==> src/rtl/jtvigil_gfx_arb.sv <==
// rtl/jtvigil_gfx_arb.sv - shares one graphics ROM port between scroll (A) and object (B) fetch
// Optional JTVIGIL_ARB_CACHE_EN: per-port last-address hit returns ok without a ROM access.
module jtvigil_gfx_arb #(
  parameter int AW   = 17,
  parameter int MAXA = 4
) (
  input  logic          clk,
  input  logic          rst,
  input  logic          a_cs,
  input  logic [AW-1:0] a_addr,
  output logic [31:0]   a_data,
  output logic          a_ok,
  input  logic          b_cs,
  input  logic [AW-1:0] b_addr,
  output logic [31:0]   b_data,
  output logic          b_ok,
  output logic          rom_cs,
  output logic [AW-1:0] rom_addr,
  input  logic [31:0]   rom_data,
  input  logic          rom_ok,
  output logic          starve
);

  localparam logic [3:0] MAXA4 = 4'(MAXA);

  typedef enum logic [1:0] {IDLE, REQ_A, REQ_B, SETTLE} state_t;

  state_t        st, st_nx;
  logic [3:0]    cnt;
  logic          first, starve_q;
  logic [AW-1:0] a_last, b_last;
  logic          a_hit, b_hit, a_pend, b_pend;
  logic          go_a, go_b, cap, starve_now;

`ifdef JTVIGIL_ARB_CACHE_EN
  logic a_vld, b_vld;
  assign a_hit = a_cs & a_vld & (a_addr == a_last);
  assign b_hit = b_cs & b_vld & (b_addr == b_last);
`else
  assign a_hit = 1'b0;
  assign b_hit = 1'b0;
`endif

  assign a_pend     = a_cs & ~a_ok & ~a_hit;
  assign b_pend     = b_cs & ~b_ok & ~b_hit;
  // the first REQ cycle may still see rom_ok from the previous transfer
  assign cap        = (st == REQ_A || st == REQ_B) && !first && rom_ok;
  assign starve_now = (st == IDLE) && a_pend && b_pend && (cnt >= MAXA4);
  assign starve     = starve_now | ((st == REQ_B) & starve_q);

  always_ff @(posedge clk) begin
    if (rst) st <= IDLE;
    else     st <= st_nx;
  end

  always_comb begin
    st_nx = st;
    go_a  = 1'b0;
    go_b  = 1'b0;
    case (st)
      IDLE: begin
        if (a_pend && b_pend) begin
          if (cnt < MAXA4) go_a = 1'b1;
          else             go_b = 1'b1;
        end else if (a_pend) begin
          go_a = 1'b1;
        end else if (b_pend) begin
          go_b = 1'b1;
        end
        if (go_a)      st_nx = REQ_A;
        else if (go_b) st_nx = REQ_B;
      end
      REQ_A, REQ_B: if (cap) st_nx = SETTLE;
      SETTLE:       st_nx = IDLE;
      default:      st_nx = IDLE;
    endcase
  end

  always_ff @(posedge clk) begin
    if (rst) begin
      rom_cs   <= 1'b0;
      rom_addr <= '0;
      a_data   <= '0;
      b_data   <= '0;
      a_ok     <= 1'b0;
      b_ok     <= 1'b0;
      cnt      <= 4'd0;
      first    <= 1'b0;
      starve_q <= 1'b0;
      a_last   <= '0;
      b_last   <= '0;
`ifdef JTVIGIL_ARB_CACHE_EN
      a_vld    <= 1'b0;
      b_vld    <= 1'b0;
`endif
    end else begin
      if (a_ok && (!a_cs || a_addr != a_last)) a_ok <= 1'b0;
      if (b_ok && (!b_cs || b_addr != b_last)) b_ok <= 1'b0;
      case (st)
        IDLE: begin
          if (!b_cs) cnt <= 4'd0;
`ifdef JTVIGIL_ARB_CACHE_EN
          if (a_hit) a_ok <= 1'b1;
          if (b_hit) b_ok <= 1'b1;
`endif
          first    <= 1'b1;
          starve_q <= starve_now;
          if (go_a) begin
            rom_cs   <= 1'b1;
            rom_addr <= a_addr;
          end else if (go_b) begin
            rom_cs   <= 1'b1;
            rom_addr <= b_addr;
          end
        end
        REQ_A: begin
          first <= 1'b0;
          if (cap) begin
            a_data <= rom_data;
            rom_cs <= 1'b0;
            // a requester that moved on mid-transfer gets the data but no ok
            if (a_cs && a_addr == rom_addr) begin
              a_ok   <= 1'b1;
              a_last <= rom_addr;
`ifdef JTVIGIL_ARB_CACHE_EN
              a_vld  <= 1'b1;
`endif
            end
            if (b_cs && !b_ok && cnt != 4'hf) cnt <= cnt + 4'd1;
          end
        end
        REQ_B: begin
          first <= 1'b0;
          if (cap) begin
            b_data   <= rom_data;
            rom_cs   <= 1'b0;
            cnt      <= 4'd0;
            starve_q <= 1'b0;
            if (b_cs && b_addr == rom_addr) begin
              b_ok   <= 1'b1;
              b_last <= rom_addr;
`ifdef JTVIGIL_ARB_CACHE_EN
              b_vld  <= 1'b1;
`endif
            end
          end
        end
        default: ;
      endcase
    end
  end

endmodule

==> config.mk <==
export PLATFORM = sky130hd
export DESIGN_NAME = jtvigil_gfx_arb
export DESIGN_NICKNAME = d
export VERILOG_FILES = /design/src/rtl/jtvigil_gfx_arb.sv
export SDC_FILE = /design/constraint.sdc
export NUM_CORES = 1
export LEC_CHECK = 0
export CORE_MARGIN = 8
export CORE_UTILIZATION = 52
export CTS_CLUSTER_DIAMETER = 60
export DETAILED_ROUTE_END_ITERATION = 6
export PLACE_DENSITY_LB_ADDON = 0.1
export SLEW_MARGIN = 30
export SYNTH_ARGS = -nofsm -noshare
export SYNTH_HDL_FRONTEND = slang
export SYNTH_SLANG_ARGS = --single-unit
==> constraint.sdc <==
create_clock -name clk -period 4.9 [get_ports clk]
set_input_delay 0.98 -clock clk [delete_from_list [all_inputs] [get_ports clk]]
set_output_delay 0.98 -clock clk [all_outputs]
set_load 0.01 [all_outputs]
Word-level counts from Yosys, hierarchy flattened. Index checks and enable logic that the tools add are counted.

Bits in registers: 126. Input bits: 71. Output and inout port bits: 85.

$add $sub $neg: 1. $lt $le $gt $ge: 2. Equality and inequality tests: 15. Muxes and demuxes: 36. Bitwise operators: 6. Reduce and logical (&&, ||, !) cells: 34.

Operators by type and width (count): 17-bit == test (2); 17-bit two-way mux (2); 17-bit inequality test (2); 1-bit two-way mux (22); 4-bit two-way mux (4); 1-bit logical AND (12); 4-bit one-hot mux with 3 select lines (1); 2-bit AND reduction (5); 3-bit AND reduction (3); 2-bit two-way mux (3); 2-bit inequality test, second input constant (3); 1-bit one-hot mux with 2 select lines (3); 2-bit one-hot mux with 3 select lines (1); 2-bit nonzero test (3); 5-bit AND reduction (1); 4-bit by 1-bit adder with 4-bit output, second input constant (1); 2-bit == test, second input constant (2); 4-bit by 3-bit >= comparator with 1-bit output, second input constant (1); 1-bit logical NOT (4); 4-bit by 3-bit < comparator with 1-bit output, second input constant (1); 2-bit by 1-bit inequality test with 1-bit output, second input constant (2); 4-bit inequality test, second input constant (1); 1-bit bitwise AND (3); 1-bit logical OR (3); 8 further kinds (9).

Depth between registers and ports, before layout.
Depth in word-level cells: 10. Depth in mapped cells: 10. Gate-level depth less buffers: 7.

Worst setup path after synthesis. Ideal clock, no wire load.

Path type: input port to output port. Start: input b_cs. End: output starve. Data arrival time: 1.721 ns. Required time: 3.920 ns. Slack: 2.199 ns. Stages: 3. Path buffers: 0. Cells stage by stage: nand2b_1 or4_1 nand2_1.

Longest elaborated chain between the ends: 4.

RTL lines: start, declared (line 13) `input logic b_cs,`; 1-bit bitwise AND (line 45) `assign b_pend = b_cs & ~b_ok & ~b_hit;`; 1-bit logical AND (2 in series) (line 48) `assign starve_now = (st == IDLE) && a_pend && b_pend && (cnt >= MAXA4);`; 1-bit bitwise OR (line 49) `assign starve = starve_now | ((st == REQ_B) & starve_q);`; end, declared (line 21) `output logic starve`.

Every way passes these cells.

Worst setup path after layout. Same ends and word-level chain as after synthesis.

==> metrics.txt <==
outcome=finished, final reports clean; die area=14500 um^2; IO Port Bufs=155; first-pass GRT wire length=28.3 mm; worst hold path class=flop to flop; clock transition at the registers of the reported paths=0.06 ns; Crit path buffers/inverters=2; Final #Nets=896; max-slew violations=0; pin count of the biggest net entering global routing=82; worst reg2reg path depth=7; Die Y=120 um; Distinct cells, synth=40; Fin Clk Skew=0.0108 ns; H-tree level count=4; Via density=5.67; reg-to-reg startpoint=st[0]$_SDFFE_PP0P_; core region area=10700 um^2; final setup fails=0; Slew HR=0.400; Worst-Skew Late Latency=0.51 ns; part of the power in combinational logic=0.247; initial DRC count=404; net switching power=0.996 mW; sequential fraction of the synthesis area=0.445; critical-path cell list=clkdlybuf4s50_1 > nand2b_1 > or4_1 > nand2_1 > clkdlybuf4s50_1; Post-synth EDFFs=0; post-CTS sizing=0; Ant. Diodes=0; Inserted Clock Buffers=17; min-delay src=b_data[23]$_SDFFE_PP0P_; Reg power frac=0.379; synthesis-to-finish area growth=37.3%; Max rail drop VDD=267 uV; synthesized area=5670 um^2; CP Max Fanout=6; CTS tree=done; CP most frequent cell=clkdlybuf4s50_1; Pwr Total=3.26 mW; Power Density=419 nW/um^2; max-cap violations=0; DPL Wire Length=12.3 mm; IO Pins=156; top cells by area, synth=dfxtp_1 (44%), a21oi_1 (11%), nand2_1 (10%); startpoint types=primary input; Ys Warns=0; Initial DRT Pass Iterations=4; crit share post-route=0.784; Internal Power=2.27 mW; Placement Rows=38; Worst Hold End=b_data[23]$_SDFFE_PP0P_; clock power share=0.375; vias in the first global route=5384; Synth Area per Inst=8.29 um^2; number of setup buffers added after CTS=0; Synth area leader=dfxtp_1; drc violations=0; predominant post-synthesis flop cell=dfxtp_1; WP data arrival=2.86 ns; Setup crit end kind=primary output; final worst slack=1.06 ns; top-count cell post-synth=nand2_1; Final Non-Filler Cells=969; Worst path top cell family by delay=buffers and inverters; initial antenna violation count=0; Setup CP Type=primary input to primary output; reg2reg end=a_last[0]$_SDFFE_PP0P_; RSZ-0062 raised after global routing=false; Die X-Extent=120 um; share of post-route cells with drive strength above 1=0.0712; post-place setup slack=1.10 ns; fin util=0.724; via count=5490; CTS Root Cell=clkbuf_8; setup_tns=0 ns; synth cell count leaders=nand2_1 (152), dfxtp_1 (126), a21oi_1 (122), xor2_1 (58), nand3_1 (38); ys async rst share=0; clk buf depth=2; Sw Share=0.305; reg2reg setup slack=1.98 ns; gr ovfl total=0; Cells after DPL=939; Post-Syn Instances=684; hold depth=2; post-route ant nets=0; Initial Util=0.528; Synth top area share=0.445; Total GRT Usage=0.242; Post-CTS Hold Buffers=0; clock sink count=126; #FFs+latches synth=126; post-synth net total=762; Slowest-stage cell, CP=or4_1; Wirelength per Cell=18.4 um; final wirelength=17.8 mm; Fin. Hold Viols=0; transition time of the tightest slew-check pin=0.898 ns; Worst Path Required=3.92 ns; Worst path max stage delay=0.55 ns; Peak Freq=260 MHz; post-layout minimum cycle time=3.84 ns; leakage=2.80 nW; GP Congestion=0.872
-- cell families after synthesis --
logic type / Yosys count / synth area share
buffers and inverters: 50 / 0.0430
XOR/XNOR: 70 / 0.108
flip-flops: 126 / 0.445
adder cells (fa/ha/maj): 7 / 0.0154
multiplexers: 2 / 0.00375
AO/OA/AOI/OAI: 187 / 0.194
AND/OR/NAND/NOR: 242 / 0.191
-- metrics by stage --
| step | cell area, um^2 | hold slack [ns] |
|---|---|---|
| final | 7780 | 0.453 |
| after global routing | 7780 | 0.466 |
| after CTS | 7780 | 0.454 |
| after detailed placement | 7210 | 0.448 |
| after global placement | 7210 | 0.441 |
| after floorplan | 5670 | 0.451 |
-- worst reg2reg max path, cell delays in order, from the launching register on --
cell	delay [ns]
dfxtp_1	0.41
inv_1	0.11
ha_1	0.42
and3b_1	0.35
nand2_4	0.30
or3_1	0.82
o21ai_1	0.29
a21oi_1	0.08
-- worst max-delay path by stage --
| stage | from | endpoint | slack, ns | depth (start not counted) |
|---|---|---|---|---|
| floorplan | b_cs | starve | 2.20 | 3 |
| global placement | b_cs | starve | 1.12 | 5 |
| detailed placement | b_cs | starve | 1.10 | 5 |
| CTS | b_cs | starve | 1.09 | 5 |
| global route | b_cs | starve | 1.02 | 5 |
| finish | b_cs | starve | 1.06 | 5 |
-- registers in the layout (all words and copies together) (netlist names) --
register / count
b_data: 32
b_last: 17
a_data: 32
rom_cs: 1
a_last: 17
a_ok: 1
starve_q: 1
b_ok: 1
first: 1
rom_addr: 17
cnt: 4
st: 2
-- power groups by stage --
stage	logic, mW	registers [mW]	clock network [mW]
2_1_floorplan	0.431	1.25	0
3_3_place_gp	0.778	1.25	0
3_5_place_dp	0.795	1.25	0
4_1_cts	0.805	1.23	1.23
5_1_grt	0.881	1.25	1.27
6_report	0.805	1.24	1.22
-- layout by cell type (no fill, tap or decap), types with 4 or more instances in the layout --
cell and instances:
a21oi_1 122, and3_1 4, buf_4 7, clkbuf_16 16, clkdlybuf4s50_1 154, clkinv_2 5, dfxtp_1 126, ha_1 7
inv_1 4, nand2_1 152, nand3_1 37, nand4_1 4, nor2_1 14, nor4_1 14, o21ai_1 17, o21ai_2 19
o221ai_1 17, xnor2_1 12, xor2_1 58
-- cell type report --
| type | instances | area [um^2] |
|---|---|---|
| clock buffer | 22 | 453 |
| clock inverter | 8 | 115 |
| fill | 851 | 2960 |
| inverter | 4 | 15.0 |
| multi-input combinational | 508 | 2910 |
| sequential | 126 | 2520 |
| tap | 140 | 175 |
| timing repair buffer | 161 | 1590 |
-- layer usage --
metal / up-vias / track usage / share of wire
li1: 2637 / - / -
met1: 2614 / 0.281 / 0.40
met2: 210 / 0.387 / 0.47
met3: 29 / 0.102 / 0.11
met4: 0 / 0.101 / 0.020
met5: - / 0 / 0
Note: power is estimated with default switching activity, not from simulation.
